`src/rtl/gamepad_pkg.sv`:
```
// Shared types and cycle-count helpers for the gamepad scanner.
package gamepad_pkg;
   localparam int NES_BITS  = 8;
   localparam int SNES_BITS = 16;

   typedef enum logic [2:0] {
      ST_IDLE,
      ST_LATCH,
      ST_CLK_LOW,
      ST_CLK_HIGH,
      ST_DONE
   } state_e;

   function automatic int us_to_cyc(input int clk_hz, input int us);
      return clk_hz / 1000000 * us;
   endfunction

   function automatic int hz_to_cyc(input int clk_hz, input int hz);
      return clk_hz / hz;
   endfunction
endpackage

```
`src/rtl/gamepad_scanner_if.sv`:
```
// Host-side and pad-side signals of the gamepad scanner.
interface gamepad_scanner_if #(
   parameter int NUM_PADS = 2,
   parameter int NUM_BITS = 8
);
   logic                         i_enable;
   logic                         i_poll_req;
   logic [NUM_PADS-1:0]          i_serial_data;
   logic                         o_data_latch;
   logic                         o_data_clock;
   logic [NUM_PADS*NUM_BITS-1:0] o_buttons;
   logic                         o_valid;
   logic [NUM_PADS-1:0]          o_changed;
   logic                         o_busy;

   modport master (
      output i_enable, i_poll_req, i_serial_data,
      input  o_data_latch, o_data_clock, o_buttons, o_valid, o_changed, o_busy
   );

   modport slave (
      input  i_enable, i_poll_req, i_serial_data,
      output o_data_latch, o_data_clock, o_buttons, o_valid, o_changed, o_busy
   );
endinterface

```
`src/rtl/gamepad_timer.sv`:
```
// Loadable down-counter; o_zero flags the last cycle of a timed phase.
module gamepad_timer #(
   parameter int W = 8
) (
   input  logic         i_clk,
   input  logic         i_rst,
   input  logic         i_load,
   input  logic [W-1:0] i_value,
   output logic         o_zero
);
   logic [W-1:0] cnt;

   always_ff @(posedge i_clk) begin
      if (i_rst)            cnt <= '0;
      else if (i_load)      cnt <= i_value;
      else if (cnt != '0)   cnt <= cnt - 1'b1;
   end

   assign o_zero = (cnt == '0);
endmodule

```
`src/rtl/gamepad_scanner.sv`:
```
// NES/SNES-style pad scanner: latch pulse, shared shift clock, per-pad
// sampling, snapshot with per-pad change flags.
module gamepad_scanner
   import gamepad_pkg::*;
#(
   parameter int CLK_HZ      = 27000000,
   parameter int POLL_HZ     = 120,
   parameter int LATCH_US    = 12,
   parameter int HALF_BIT_US = 6,
   parameter int NUM_PADS    = 2,
   parameter int NUM_BITS    = NES_BITS
) (
   input logic              i_clk,
   input logic              i_rst,
   gamepad_scanner_if.slave bus
);
   localparam int LATCH_CYC = us_to_cyc(CLK_HZ, LATCH_US);
   localparam int HALF_CYC  = us_to_cyc(CLK_HZ, HALF_BIT_US);
   localparam int POLL_CYC  = hz_to_cyc(CLK_HZ, POLL_HZ);
   localparam int TMAX      = (LATCH_CYC > HALF_CYC) ? LATCH_CYC : HALF_CYC;
   localparam int TW        = $clog2(TMAX + 1);
   localparam int PW        = $clog2(POLL_CYC + 1);
   localparam int IW        = (NUM_BITS > 1) ? $clog2(NUM_BITS) : 1;

   if (LATCH_CYC < 1 || HALF_CYC < 1 || POLL_CYC < 1) begin : g_bad_timing
      $error("gamepad_scanner: derived cycle counts must all be >= 1");
   end
   if (NUM_PADS < 1 || NUM_PADS > 4) begin : g_bad_pads
      $error("gamepad_scanner: NUM_PADS must be 1..4");
   end

   state_e                             state;
   logic [IW-1:0]                      bit_idx;
   logic                               pending;
   logic [PW-1:0]                      poll_cnt;
   logic                               poll_exp;
   logic                               start_req;
   logic                               last_bit;
   logic [NUM_PADS-1:0][NUM_BITS-1:0]  samp, samp_nxt, btn_nxt;
   logic                               tmr_load, tmr_zero;
   logic [TW-1:0]                      tmr_val;

   // Free-running poll timer; disabling holds it at zero.
   always_ff @(posedge i_clk) begin
      if (i_rst || !bus.i_enable) poll_cnt <= '0;
      else if (poll_exp)          poll_cnt <= '0;
      else                        poll_cnt <= poll_cnt + 1'b1;
   end

   assign poll_exp  = bus.i_enable && (poll_cnt == PW'(POLL_CYC - 1));
   assign start_req = pending || bus.i_poll_req || poll_exp;
   assign last_bit  = (bit_idx == IW'(NUM_BITS - 1));

   // Reload the phase timer on every transition into a timed state.
   always_comb begin
      tmr_load = 1'b0;
      tmr_val  = TW'(HALF_CYC - 1);
      case (state)
         ST_IDLE, ST_DONE: if (start_req) begin
            tmr_load = 1'b1;
            tmr_val  = TW'(LATCH_CYC - 1);
         end
         ST_LATCH, ST_CLK_HIGH: tmr_load = tmr_zero;
         ST_CLK_LOW:            tmr_load = tmr_zero && !last_bit;
         default:               tmr_load = 1'b0;
      endcase
   end

   gamepad_timer #(.W(TW)) u_timer (
      .i_clk   (i_clk),
      .i_rst   (i_rst),
      .i_load  (tmr_load),
      .i_value (tmr_val),
      .o_zero  (tmr_zero)
   );

   // Merge the current serial bits so the final sample lands in the snapshot.
   always_comb begin
      samp_nxt = samp;
      for (int p = 0; p < NUM_PADS; p++) samp_nxt[p][bit_idx] = bus.i_serial_data[p];
   end
   assign btn_nxt = ~samp_nxt;

   always_ff @(posedge i_clk) begin
      if (i_rst) begin
         state            <= ST_IDLE;
         bit_idx          <= '0;
         pending          <= 1'b0;
         samp             <= '0;
         bus.o_data_latch <= 1'b0;
         bus.o_data_clock <= 1'b0;
         bus.o_buttons    <= '0;
         bus.o_valid      <= 1'b0;
         bus.o_changed    <= '0;
         bus.o_busy       <= 1'b0;
      end else begin
         bus.o_valid   <= 1'b0;
         bus.o_changed <= '0;
         if (state != ST_IDLE && state != ST_DONE && (bus.i_poll_req || poll_exp))
            pending <= 1'b1;
         case (state)
            ST_IDLE, ST_DONE: begin
               if (start_req) begin
                  state            <= ST_LATCH;
                  pending          <= 1'b0;
                  bus.o_data_latch <= 1'b1;
                  bus.o_busy       <= 1'b1;
               end else begin
                  state      <= ST_IDLE;
                  bus.o_busy <= 1'b0;
               end
            end
            ST_LATCH: if (tmr_zero) begin
               state            <= ST_CLK_LOW;
               bit_idx          <= '0;
               bus.o_data_latch <= 1'b0;
            end
            ST_CLK_LOW: if (tmr_zero) begin
               samp <= samp_nxt;
               if (last_bit) begin
                  state         <= ST_DONE;
                  bus.o_buttons <= btn_nxt;
                  bus.o_valid   <= 1'b1;
                  for (int p = 0; p < NUM_PADS; p++)
                     bus.o_changed[p] <= (btn_nxt[p] != bus.o_buttons[p*NUM_BITS +: NUM_BITS]);
               end else begin
                  state            <= ST_CLK_HIGH;
                  bus.o_data_clock <= 1'b1;
               end
            end
            ST_CLK_HIGH: if (tmr_zero) begin
               state            <= ST_CLK_LOW;
               bit_idx          <= bit_idx + 1'b1;
               bus.o_data_clock <= 1'b0;
            end
            default: state <= ST_IDLE;
         endcase
      end
   end
endmodule

```
`src/flat_wrapper.sv`:
```
// flat-port wrapper written by rule: the top's interface ports become plain ports
module gamepad_scanner_flat import gamepad_pkg::*;
#(
   parameter int CLK_HZ      = 27000000,
   parameter int POLL_HZ     = 120,
   parameter int LATCH_US    = 12,
   parameter int HALF_BIT_US = 6,
   parameter int NUM_PADS    = 2,
   parameter int NUM_BITS    = NES_BITS
)
  (i_clk, i_rst, bus_i_enable, bus_i_poll_req, bus_i_serial_data, bus_o_data_latch, bus_o_data_clock, bus_o_buttons, bus_o_valid, bus_o_changed, bus_o_busy);
  gamepad_scanner_if #(.NUM_PADS(NUM_PADS), .NUM_BITS(NUM_BITS)) bus_i ();
  input logic i_clk;
  input logic i_rst;
  input wire logic [$bits(bus_i.i_enable)-1:0] bus_i_enable;
  input wire logic [$bits(bus_i.i_poll_req)-1:0] bus_i_poll_req;
  input wire logic [$bits(bus_i.i_serial_data)-1:0] bus_i_serial_data;
  output wire logic [$bits(bus_i.o_data_latch)-1:0] bus_o_data_latch;
  output wire logic [$bits(bus_i.o_data_clock)-1:0] bus_o_data_clock;
  output wire logic [$bits(bus_i.o_buttons)-1:0] bus_o_buttons;
  output wire logic [$bits(bus_i.o_valid)-1:0] bus_o_valid;
  output wire logic [$bits(bus_i.o_changed)-1:0] bus_o_changed;
  output wire logic [$bits(bus_i.o_busy)-1:0] bus_o_busy;
  assign bus_i.i_enable = bus_i_enable;
  assign bus_i.i_poll_req = bus_i_poll_req;
  assign bus_i.i_serial_data = bus_i_serial_data;
  assign bus_o_data_latch = bus_i.o_data_latch;
  assign bus_o_data_clock = bus_i.o_data_clock;
  assign bus_o_buttons = bus_i.o_buttons;
  assign bus_o_valid = bus_i.o_valid;
  assign bus_o_changed = bus_i.o_changed;
  assign bus_o_busy = bus_i.o_busy;
  gamepad_scanner #(.CLK_HZ(CLK_HZ), .POLL_HZ(POLL_HZ), .LATCH_US(LATCH_US), .HALF_BIT_US(HALF_BIT_US), .NUM_PADS(NUM_PADS), .NUM_BITS(NUM_BITS)) u_core (.i_clk(i_clk), .i_rst(i_rst), .bus(bus_i));
endmodule
```
`config.mk`:
```
export PLATFORM = sky130hd
export DESIGN_NAME = gamepad_scanner_flat
export DESIGN_NICKNAME = d
export VERILOG_FILES = /design/src/rtl/gamepad_pkg.sv /design/src/rtl/gamepad_scanner_if.sv /design/src/rtl/gamepad_timer.sv /design/src/rtl/gamepad_scanner.sv /design/src/flat_wrapper.sv
export SDC_FILE = /design/constraint.sdc
export NUM_CORES = 1
export LEC_CHECK = 0
export CORE_MARGIN = 2
export CORE_UTILIZATION = 25
export CTS_BUF_LIST = sky130_fd_sc_hd__clkbuf_8
export DETAILED_ROUTE_END_ITERATION = 6
export PLACE_DENSITY = 0.53
export SYNTH_ARGS = -nofsm -noshare
export SYNTH_HDL_FRONTEND = slang
export SYNTH_HIERARCHICAL = 1
export SYNTH_SLANG_ARGS = --single-unit
```
`constraint.sdc`:
```
create_clock -name i_clk -period 3.2 [get_ports i_clk]
set_input_delay 0.32 -clock i_clk [delete_from_list [all_inputs] [get_ports i_clk]]
set_output_delay 0.32 -clock i_clk [all_outputs]
set_load 0.05 [all_outputs]
```
Word-level counts from Yosys, hierarchy flattened:

Index checks and enable logic that the tools add are counted.

* register bits after elaboration: 72

* add/sub/neg operators: 3
* $lt $le $gt $ge: 2
* equality and inequality tests: 15
* multiplexer cells: 28
* bitwise logic cells: 4
* reductions and logical operators: 30

Operators by type and width (number)
* 9-bit two-way mux: 4
* 18-bit by 1-bit adder with 18-bit output, second input constant: 1
* 18-bit == test, second input constant: 1
* 8-bit bitwise mux: 2
* 8-bit != test: 2
* 16-bit inverter: 1
* 3-bit two-way mux: 5
* 1-bit two-way mux: 11
* 2-bit by 1-bit != test with 1-bit output, second input constant: 5
* 9-bit logical NOT: 1
* 3-bit case mux with 3 select lines: 1
* 3-bit AND reduction: 3
* 9-bit nonzero test: 1
* 9-bit by 1-bit subtractor with 9-bit output, second input constant: 1
* 2-bit nonzero test: 4
* 3-bit by 2-bit == test with 1-bit output, second input constant: 2
* 3-bit == test, second input constant: 2
* 3-bit case mux with 2 select lines: 1
* 2-bit OR reduction: 3
* 1-bit logical AND: 5
* 1-bit logical OR: 4
* 3-bit by 4-bit less-than comparator with 1-bit output, second input constant: 1
* 1-bit case mux with 2 select lines: 2
* 2-bit AND reduction: 2
* other kinds (14): 17

Depth between registers and ports, before layout:

Gate-level depths: netlist of the first run.

* depth after elaboration: 7
* mapped depth: 13
* depth with buffers taken out: 10

Modules after synthesis:

Netlist of the first run, hierarchy kept.

By module, submodules not included
* gamepad_scanner: times used 1, cells each 337, area an instance 2914.0 um^2, sequential area each 1261.2 um^2
* gamepad_timer: times used 1, cells each 62, area an instance 514.2 um^2, sequential area each 180.2 um^2

Least setup slack after synthesis of the first run:

Ideal clock, no wire load.

* path kind: register to register
* start point: register u_core.u_timer.cnt[0]
* end point: register u_core.bus.o_buttons[7]
* library setup time: 0.132 ns
* arrival time: 2.797 ns
* required time: 3.068 ns
* setup slack: 0.271 ns
* stages on the path, launching flop included: 13
* path buffers: 2
* cell sequence: dfxtp_1 -> inv_1 -> ha_1 -> or4b_4 -> or4b_4 -> buf_6 -> inv_1 -> nand2b_1 -> nor3b_4 -> nand2_1 -> clkbuf_1 -> nand2_1 -> a21oi_1

* cells in the longest elaborated chain, start to end: 2

Ends and longest elaborated chain
* from (decl): line gamepad_timer.sv:11 `logic [W-1:0] cnt;`
* from (signal assigned): line gamepad_timer.sv:15 `else if (i_load) cnt <= i_value;`
* from (signal assigned): line gamepad_timer.sv:16 `else if (cnt != '0) cnt <= cnt - 1'b1;`
* 9-bit logical NOT: line gamepad_timer.sv:19 `assign o_zero = (cnt == '0);`
* via u_core.tmr_zero: line gamepad_scanner.sv:40 `logic tmr_load, tmr_zero;`
* 3-bit AND reduction (no source line)
* to (signal assigned): line gamepad_scanner.sv:122 `bus.o_buttons <= btn_nxt;`
* to (decl): line gamepad_scanner_if.sv:23 `output o_data_latch, o_data_clock, o_buttons, o_valid, o_changed, o_busy`

The timed path passes the listed nets, and every way through them passes these cells.
A chain may end at the register's enable or synchronous reset.

Final worst setup path of the first run:

* start point: register u_core.u_timer.cnt[0]
* end point: register u_core/samp[7] (netlist bit)

* cells in the longest elaborated chain, start to end: 2

Ends and longest elaborated chain
* 9-bit logical NOT: line gamepad_timer.sv:19
* via u_core.tmr_zero: line gamepad_scanner.sv:40
* 2-bit AND reduction (no source line)
* to (signal assigned): line gamepad_scanner.sv:119 `samp <= samp_nxt;`
* to (decl): line gamepad_scanner.sv:39 `logic [NUM_PADS-1:0][NUM_BITS-1:0] samp, samp_nxt, btn_nxt;`

The timed path passes the listed nets, and every way through them passes these cells.

==> results of run 1 <==
[layout by cell type, fill, tap and decap left out, types with 2 or more instances in the layout]
cell type,synthesis,layout
a211oi_1,4,4
a21boi_0,2,2
a21oi_1,32,32
a22o_1,2,2
and3_1,4,4
buf_4,3,5
clkbuf_8,0,10
clkdlybuf4s50_1,0,26
clkinv_2,0,3
clkinv_4,0,2
conb_1,2,4
dfxtp_1,72,72
ha_1,4,4
inv_1,7,7
mux2i_1,26,26
nand2_1,66,66
nand3_1,20,20
nand3b_1,4,4
nand4_1,2,2
nand4b_1,3,3
nor2_1,38,38
nor2b_1,4,4
nor3_1,10,10
nor3b_1,3,3
nor3b_2,3,3
nor4_1,8,8
o21a_1,2,2
o21ai_0,3,3
o21ai_1,2,2
or4b_4,2,2
xnor2_1,9,9
xor2_1,26,26
[worst max-delay path by stage]
stage	startpoint	endpoint	slack, ns	cells after the start
after floorplan	u_core/u_timer/cnt[0]	u_core/bus.o_buttons[7]	0.27	12
after global placement	u_core/u_timer/cnt[0]	u_core/samp[7]	0.24	11
after detailed placement	u_core/u_timer/cnt[0]	u_core/samp[7]	0.16	11
after CTS	u_core/u_timer/cnt[0]	u_core/samp[13]	0.13	11
after global routing	u_core/u_timer/cnt[0]	u_core/samp[7]	0.003	11
final	u_core/u_timer/cnt[0]	u_core/samp[7]	0.23	11
[per-stage QoR]
| stage | instances | hold WS (ns) | setup WS, ns | total power (µW) | utilization, % |
|---|---|---|---|---|---|
| floorplan | 401 | 0.411 | 0.271 | 1470 | - |
| global placement | 589 | 0.430 | 0.242 | 1560 | 29.0 |
| detailed placement | 589 | 0.447 | 0.163 | 1570 | 29.0 |
| CTS | 605 | 0.458 | 0.127 | 2220 | 30.3 |
| global route | 605 | 0.481 | 0.00318 | 2340 | 30.3 |
| finish | 605 | 0.454 | 0.234 | 2200 | 30.3 |
[layout make-up]
cell class	instances	area, µm²	share of cell area, %
multi-input combinational	301	1860	46.0
timing repair buffer	33	314	7.79
inverter	7	26.3	0.652
sequential	72	1440	35.7
clock buffer	10	138	3.41
tap	176	220	5.46
clock inverter	6	36.3	0.900
[flip-flops by register name (all words and copies together), names as in the netlist]
name                     flops
u_core/poll_cnt             18
u_core/bus.o_buttons        16
u_core/samp                 16
u_core/u_timer/cnt           9
u_core/bit_idx               3
u_core/state                 3
u_core/bus.o_changed         2
u_core/bus.o_busy            1
u_core/bus.o_data_clock      1
u_core/bus.o_data_latch      1
u_core/bus.o_valid           1
u_core/pending               1
[metal layers]
| layer | vias to the layer above | global-route usage (%) |
|---|---|---|
| li1 | 1413 | - |
| met1 | 1307 | 14.6 |
| met2 | 33 | 17.1 |
| met3 | 13 | 2.07 |
| met4 | 0 | 5.23 |
| met5 | - | 0 |
[power by group through the flow]
stage	combinational [µW]	clock [µW]	sequential (µW)
2_1_floorplan	417	0	1050
3_3_place_gp	499	0	1060
3_5_place_dp	501	0	1070
4_1_cts	506	670	1050
5_1_grt	570	708	1060
6_report	511	645	1050
[kinds of logic after synthesis]
| kind of cell | Yosys count | synth area share [%] |
|---|---|---|
| adder cells (fa/ha/maj) | 4 | 1.46 |
| other | 2 | 0.219 |
| AO/OA/AOI/OAI | 53 | 9.09 |
| XOR/XNOR | 35 | 8.94 |
| AND/OR/NAND/NOR | 178 | 26.3 |
| flip-flops | 72 | 42.0 |
| buffers and inverters | 28 | 4.01 |
| multiplexers | 27 | 7.92 |
[worst register-to-register path: stages (launching register included)]
cell,delay [ns]
dfxtp_1,0.33
inv_1,0.07
ha_1,0.21
or4b_4,0.51
or4b_4,0.56
inv_2,0.12
nand2b_1,0.11
nor3b_4,0.25
buf_6,0.20
nand4_1,0.18
mux2i_1,0.21
nor2_1,0.07
[what timing repair did]
action | in CTS | in global routing
gates resized for setup | 0 | 2
hold buffers | 0 | 0
setup endpoints to repair | 0 | 8
==> results.sh, run 1 <==
export IMPL_gp_congestion=0.830
export IMPL_seq_area_frac_synth_pct=42.0
export IMPL_drt_iter0_markers=105
export IMPL_min_path_cells=2
export IMPL_ys_warn_count=6
export IMPL_p_sw_uw=718
export IMPL_floorplan_die_area_um2=14700
export IMPL_max_cap_viol_count=0
export IMPL_vias_per_cell=4.57
export IMPL_tightest_slew_ns=0.875
export IMPL_vias=2766
export IMPL_row_count=42
export IMPL_p_sw_share_pct=32.6
export IMPL_clk_pin_slew_ns=0.08
export IMPL_maxSlewViolCount=0
export IMPL_setup_violations=0
export IMPL_p_leak_uw=0.00149
export IMPL_status="completed"
export IMPL_r2r_end="u_core/samp[7]"
export IMPL_drt_total_wl_mm=7.71
export IMPL_wl_met1_mm=3.90
export IMPL_port_buffer_count=27
export IMPL_start_util_pct=25.8
export IMPL_area_delta_synth_final_pct=17.6
export IMPL_min_from="u_core/samp[1]"
export IMPL_grt_usage_pct=11.0
export IMPL_hp_class="reg2reg"
export IMPL_grt_setup_unrepaired="no"
export IMPL_diodes=0
export IMPL_power_per_cell_area_nw_per_um2=546
export IMPL_die_w_um=121
export IMPL_cts_sinks=72
export IMPL_grt_pass1_wl_mm=12.9
export IMPL_reg2reg_depth=11
export IMPL_syn_inst=399
export IMPL_clkLatencyLatePin_ns=0.34
export IMPL_whs_endpoint="u_core/samp[1]"
export IMPL_fmax_ghz=0.337
export IMPL_finalCritPeriodShare_pct=92.7
export IMPL_root_buffer="clkbuf_8"
export IMPL_met2WireLength_mm=3.46
export IMPL_path_class="reg2reg"
export IMPL_drcViolationCount=0
export IMPL_combPwrFrac_pct=23.2
export IMPL_crit_arrival_ns=3.17
export IMPL_slowest_stage="or4b_4"
export IMPL_grt_pass1_vias=2665
export IMPL_p_int_uw=1490
export IMPL_cp_end_kind="register"
export IMPL_synth_ff_type="dfxtp_1"
export IMPL_cts_tree="done"
export IMPL_avgSynthCellArea_um2=8.59
export IMPL_crit_top_cell="or4b_4"
export IMPL_rrSetupSlack_ns=0.23
export IMPL_reg2reg_from="u_core/u_timer/cnt[0]"
export IMPL_synth_seq_cells=72
export IMPL_clock_path_buffers=2
export IMPL_wl_per_cell_um=12.7
export IMPL_htreeDepth=3
export IMPL_synth_top_area_share_pct=42.0
export IMPL_yosys_top_cells_count="dfxtp_1 (72), nand2_1 (66), nor2_1 (38), a21oi_1 (32)"
export IMPL_relSlewSlack_pct=41.2
export IMPL_synth_area_top_cells="dfxtp_1 (42%), mux2i_1 (7.6%), nand2_1 (7.2%)"
export IMPL_synth_edf_count=0
export IMPL_required_ns=3.41
export IMPL_fin_skew_ns=0.00910
export IMPL_antenna_found_initial=0
export IMPL_peakVddDrop_mv=0.191
export IMPL_gr_total_overflow=0
export IMPL_synth_largest_area_cell="dfxtp_1"
export IMPL_seqPwrFrac_pct=47.5
export IMPL_dr_pass1_iters=5
export IMPL_nNetsFinal=434
export IMPL_dp_hpwl_mm=5.27
export IMPL_met3_length_um=203
export IMPL_syn_area_um2=3430
export IMPL_cp_cell_sequence="inv_1 -> ha_1 -> or4b_4 -> or4b_4 -> inv_2 -> nand2b_1 -> nor3b_4 -> buf_6 -> nand4_1 -> mux2i_1 -> nor2_1"
export IMPL_fill_cells=1385
export IMPL_crit_family="simple AND/OR/NAND/NOR gates"
export IMPL_final_min_clock_period_ns=2.97
export IMPL_ios=28
export IMPL_grt_max_degree=33
export IMPL_synth_most_common_cell="dfxtp_1"
export IMPL_fin_area_um2=4030
export IMPL_path_buf_inv=3
export IMPL_post_cts_setup_buffer_count=0
export IMPL_slowest_delay_ns=0.56
export IMPL_synth_async_reset_ratio_pct=0
export IMPL_ys_types=49
export IMPL_coreArea_um2=13300
export IMPL_ant_nets=0
export IMPL_hold_violations=0
export IMPL_drive_gt1_share_pct=7.93
export IMPL_fp_dieH_um=121
export IMPL_setup_tns_ns=0
export IMPL_placement_cell_area_um2=3850
export IMPL_crit_fanout=16
export IMPL_cp_start_kind="register"
export IMPL_p_clk_share_pct=29.3
export IMPL_top_layer="met4"
export IMPL_cts_buffers=9
Note: power is estimated with default switching activity, not from simulation.
==> inputs of run 2 (changes only) <==
GPL_TIMING_DRIVEN = 0   (was not set)
MAX_ROUTING_LAYER = met4   (was not set)
PLACE_DENSITY = 0.44   (was 0.53)
==> run 2 against run 1 <==
Via count increased by 0.61%; flip-flop and latch count did not move; utilization grew 1.0 points; setup slack worse by 0.090 ns; first-iteration DRC count grew 51%; wire length up 4.2%; clock power increased by 12%; combinational power grew 11%; register-to-register slack got worse by 0.09 ns; maximum frequency fell by 2.9%; sequential power barely moved; critical path depth up 2; highest routed layer unchanged.
==> results.sh, run 2 (synthesis gave the netlist of run 1 again) <==
export IMPL_status="completed"
export IMPL_floorplan_die_area_um2=14700
export IMPL_drt_total_wl_mm=8.03
export IMPL_ios=28
export IMPL_gp_congestion=0.777
export IMPL_nNetsFinal=451
export IMPL_fp_dieH_um=121
export IMPL_peakVddDrop_mv=0.201
export IMPL_final_cell_mix="dfxtp_1 (72), nand2_1 (65), nor2_1 (37), a21oi_1 (32)"
export IMPL_ant_nets=0
export IMPL_vias_per_cell=4.47
export IMPL_clock_path_buffers=2
export IMPL_root_buffer="clkbuf_8"
export IMPL_crit_fanout=6
export IMPL_cts_buffers=9
export IMPL_relSlewSlack_pct=38.9
export IMPL_cp_start_kind="register"
export IMPL_final_cells=622
export IMPL_clkLatencyLatePin_ns=0.34
export IMPL_fin_util_pct=31.4
export IMPL_startpoint="u_core/u_timer/cnt[0]"
export IMPL_max_cap_viol_count=0
export IMPL_drt_iter0_markers=159
export IMPL_rrSetupSlack_ns=0.14
export IMPL_required_ns=3.42
export IMPL_htreeDepth=3
export IMPL_fin_skew_ns=0.00802
export IMPL_cts_tree="done"
export IMPL_power_per_cell_area_nw_per_um2=556
export IMPL_p_leak_uw=0.00156
export IMPL_start_util_pct=25.8
export IMPL_antenna_found_initial=0
export IMPL_cp_cell_sequence="inv_2 -> ha_4 -> or4b_4 -> or4b_4 -> buf_6 -> inv_2 -> nand2b_1 -> nor3b_4 -> buf_6 -> buf_4 -> nand4b_1 -> mux2i_1 -> nor2_1"
export IMPL_grt_usage_pct=11.9
export IMPL_vias=2783
export IMPL_row_count=42
export IMPL_hold_violations=0
export IMPL_dp_hpwl_mm=5.79
export IMPL_final_common_cell="dfxtp_1"
export IMPL_path_class="reg2reg"
export IMPL_place_inst=603
export IMPL_area_delta_synth_final_pct=21.6
export IMPL_cp_num_cells=13
export IMPL_critPathCapture="u_core/samp[5]"
export IMPL_finalCritPeriodShare_pct=95.5
export IMPL_cp_end_kind="register"
export IMPL_crit_family="simple AND/OR/NAND/NOR gates"
export IMPL_tightest_slew_ns=0.909
export IMPL_r2r_end="u_core/samp[5]"
export IMPL_coreArea_um2=13300
export IMPL_grt_pass1_vias=2764
export IMPL_setup_tns_ns=0
export IMPL_drcViolationCount=0
export IMPL_dp_slack_ns=-0.298
export IMPL_reg2reg_from="u_core/u_timer/cnt[0]"
export IMPL_grt_pass1_wl_mm=13.5
export IMPL_drive_gt1_share_pct=10.1
export IMPL_crit_arrival_ns=3.27
export IMPL_fill_cells=1417
export IMPL_setup_slack_ns=0.144
export IMPL_grt_setup_unrepaired="no"
export IMPL_gr_total_overflow=0
export IMPL_dr_pass1_iters=4
export IMPL_final_min_clock_period_ns=3.06
export IMPL_fmax_ghz=0.327
export IMPL_min_path_cells=2
export IMPL_slowest_stage="or4b_4"
export IMPL_wl_per_cell_um=12.9
export IMPL_grt_max_degree=12
export IMPL_reg2reg_depth=13
export IMPL_path_buf_inv=5
export IMPL_p_total_uw=2320
export IMPL_die_w_um=121
export IMPL_largest_register_ffs=18
export IMPL_cts_sinks=72
export IMPL_slowest_delay_ns=0.50
export IMPL_port_buffer_count=26
export IMPL_hp_class="in2reg"
export IMPL_setup_violations=0
export IMPL_clk_pin_slew_ns=0.08
export IMPL_top_register="u_core/poll_cnt"
export IMPL_diodes=0
export IMPL_reg_top3="u_core/poll_cnt (18), u_core/bus.o_buttons (16), u_core/samp (16)"
export IMPL_maxSlewViolCount=0
-- run 2: how the worst min path moves through the flow --
stage / startpoint / end / slack [ns]
final: i_rst / u_core/u_timer/cnt[8] / 0.36
after global routing: i_rst / u_core/u_timer/cnt[8] / 0.40
after CTS: i_rst / u_core/u_timer/cnt[8] / 0.35
after detailed placement: u_core/poll_cnt[0] / u_core/poll_cnt[0] / 0.43
after global placement: u_core/poll_cnt[0] / u_core/poll_cnt[0] / 0.43
after floorplan: u_core/poll_cnt[0] / u_core/poll_cnt[0] / 0.41
-- run 2: through the flow --
stage | hold slack (ns) | instance area (µm²)
after floorplan | 0.411 | 3440
after global placement | 0.428 | 3920
after detailed placement | 0.432 | 3920
after CTS | 0.347 | 4150
after global routing | 0.395 | 4170
final | 0.362 | 4170
-- run 2: cell type report --
| type | count | area, µm² | area share [%] |
|---|---|---|---|
| Multi-Input combinational cell | 301 | 1870 | 44.9 |
| Sequential cell | 72 | 1440 | 34.6 |
| Timing Repair Buffer | 29 | 287 | 6.87 |
| Tap cell | 176 | 220 | 5.28 |
| Clock buffer | 11 | 151 | 3.63 |
| Buffer | 21 | 121 | 2.91 |
| Clock inverter | 5 | 48.8 | 1.17 |
| Inverter | 7 | 26.3 | 0.630 |
-- run 2: routing by layer --
| metal | vias to the layer above | routed length [µm] | global-route usage [%] |
|---|---|---|---|
| met4 | 0 | 70 | 3.71 |
| met3 | 7 | 199 | 2.49 |
| met1 | 1287 | 4040 | 15.4 |
| met5 | - | 0 | - |
| met2 | 38 | 3720 | 18.5 |
| li1 | 1451 | - | - |
-- run 2: timing repair --
item                                    in CTS  in global routing
resized for setup                            4                 11
setup buffers                                3                  0
endpoints found under the setup margin      24                 33
pin swaps                                    1                  1
hold buffers                                 0                  0
-- run 2: where the power goes --
group          switching, µW  internal (µW)  total [µW]
clock network            331            395         725
registers               61.7            964        1030
logic                    311            256         568
total                    704           1610        2320
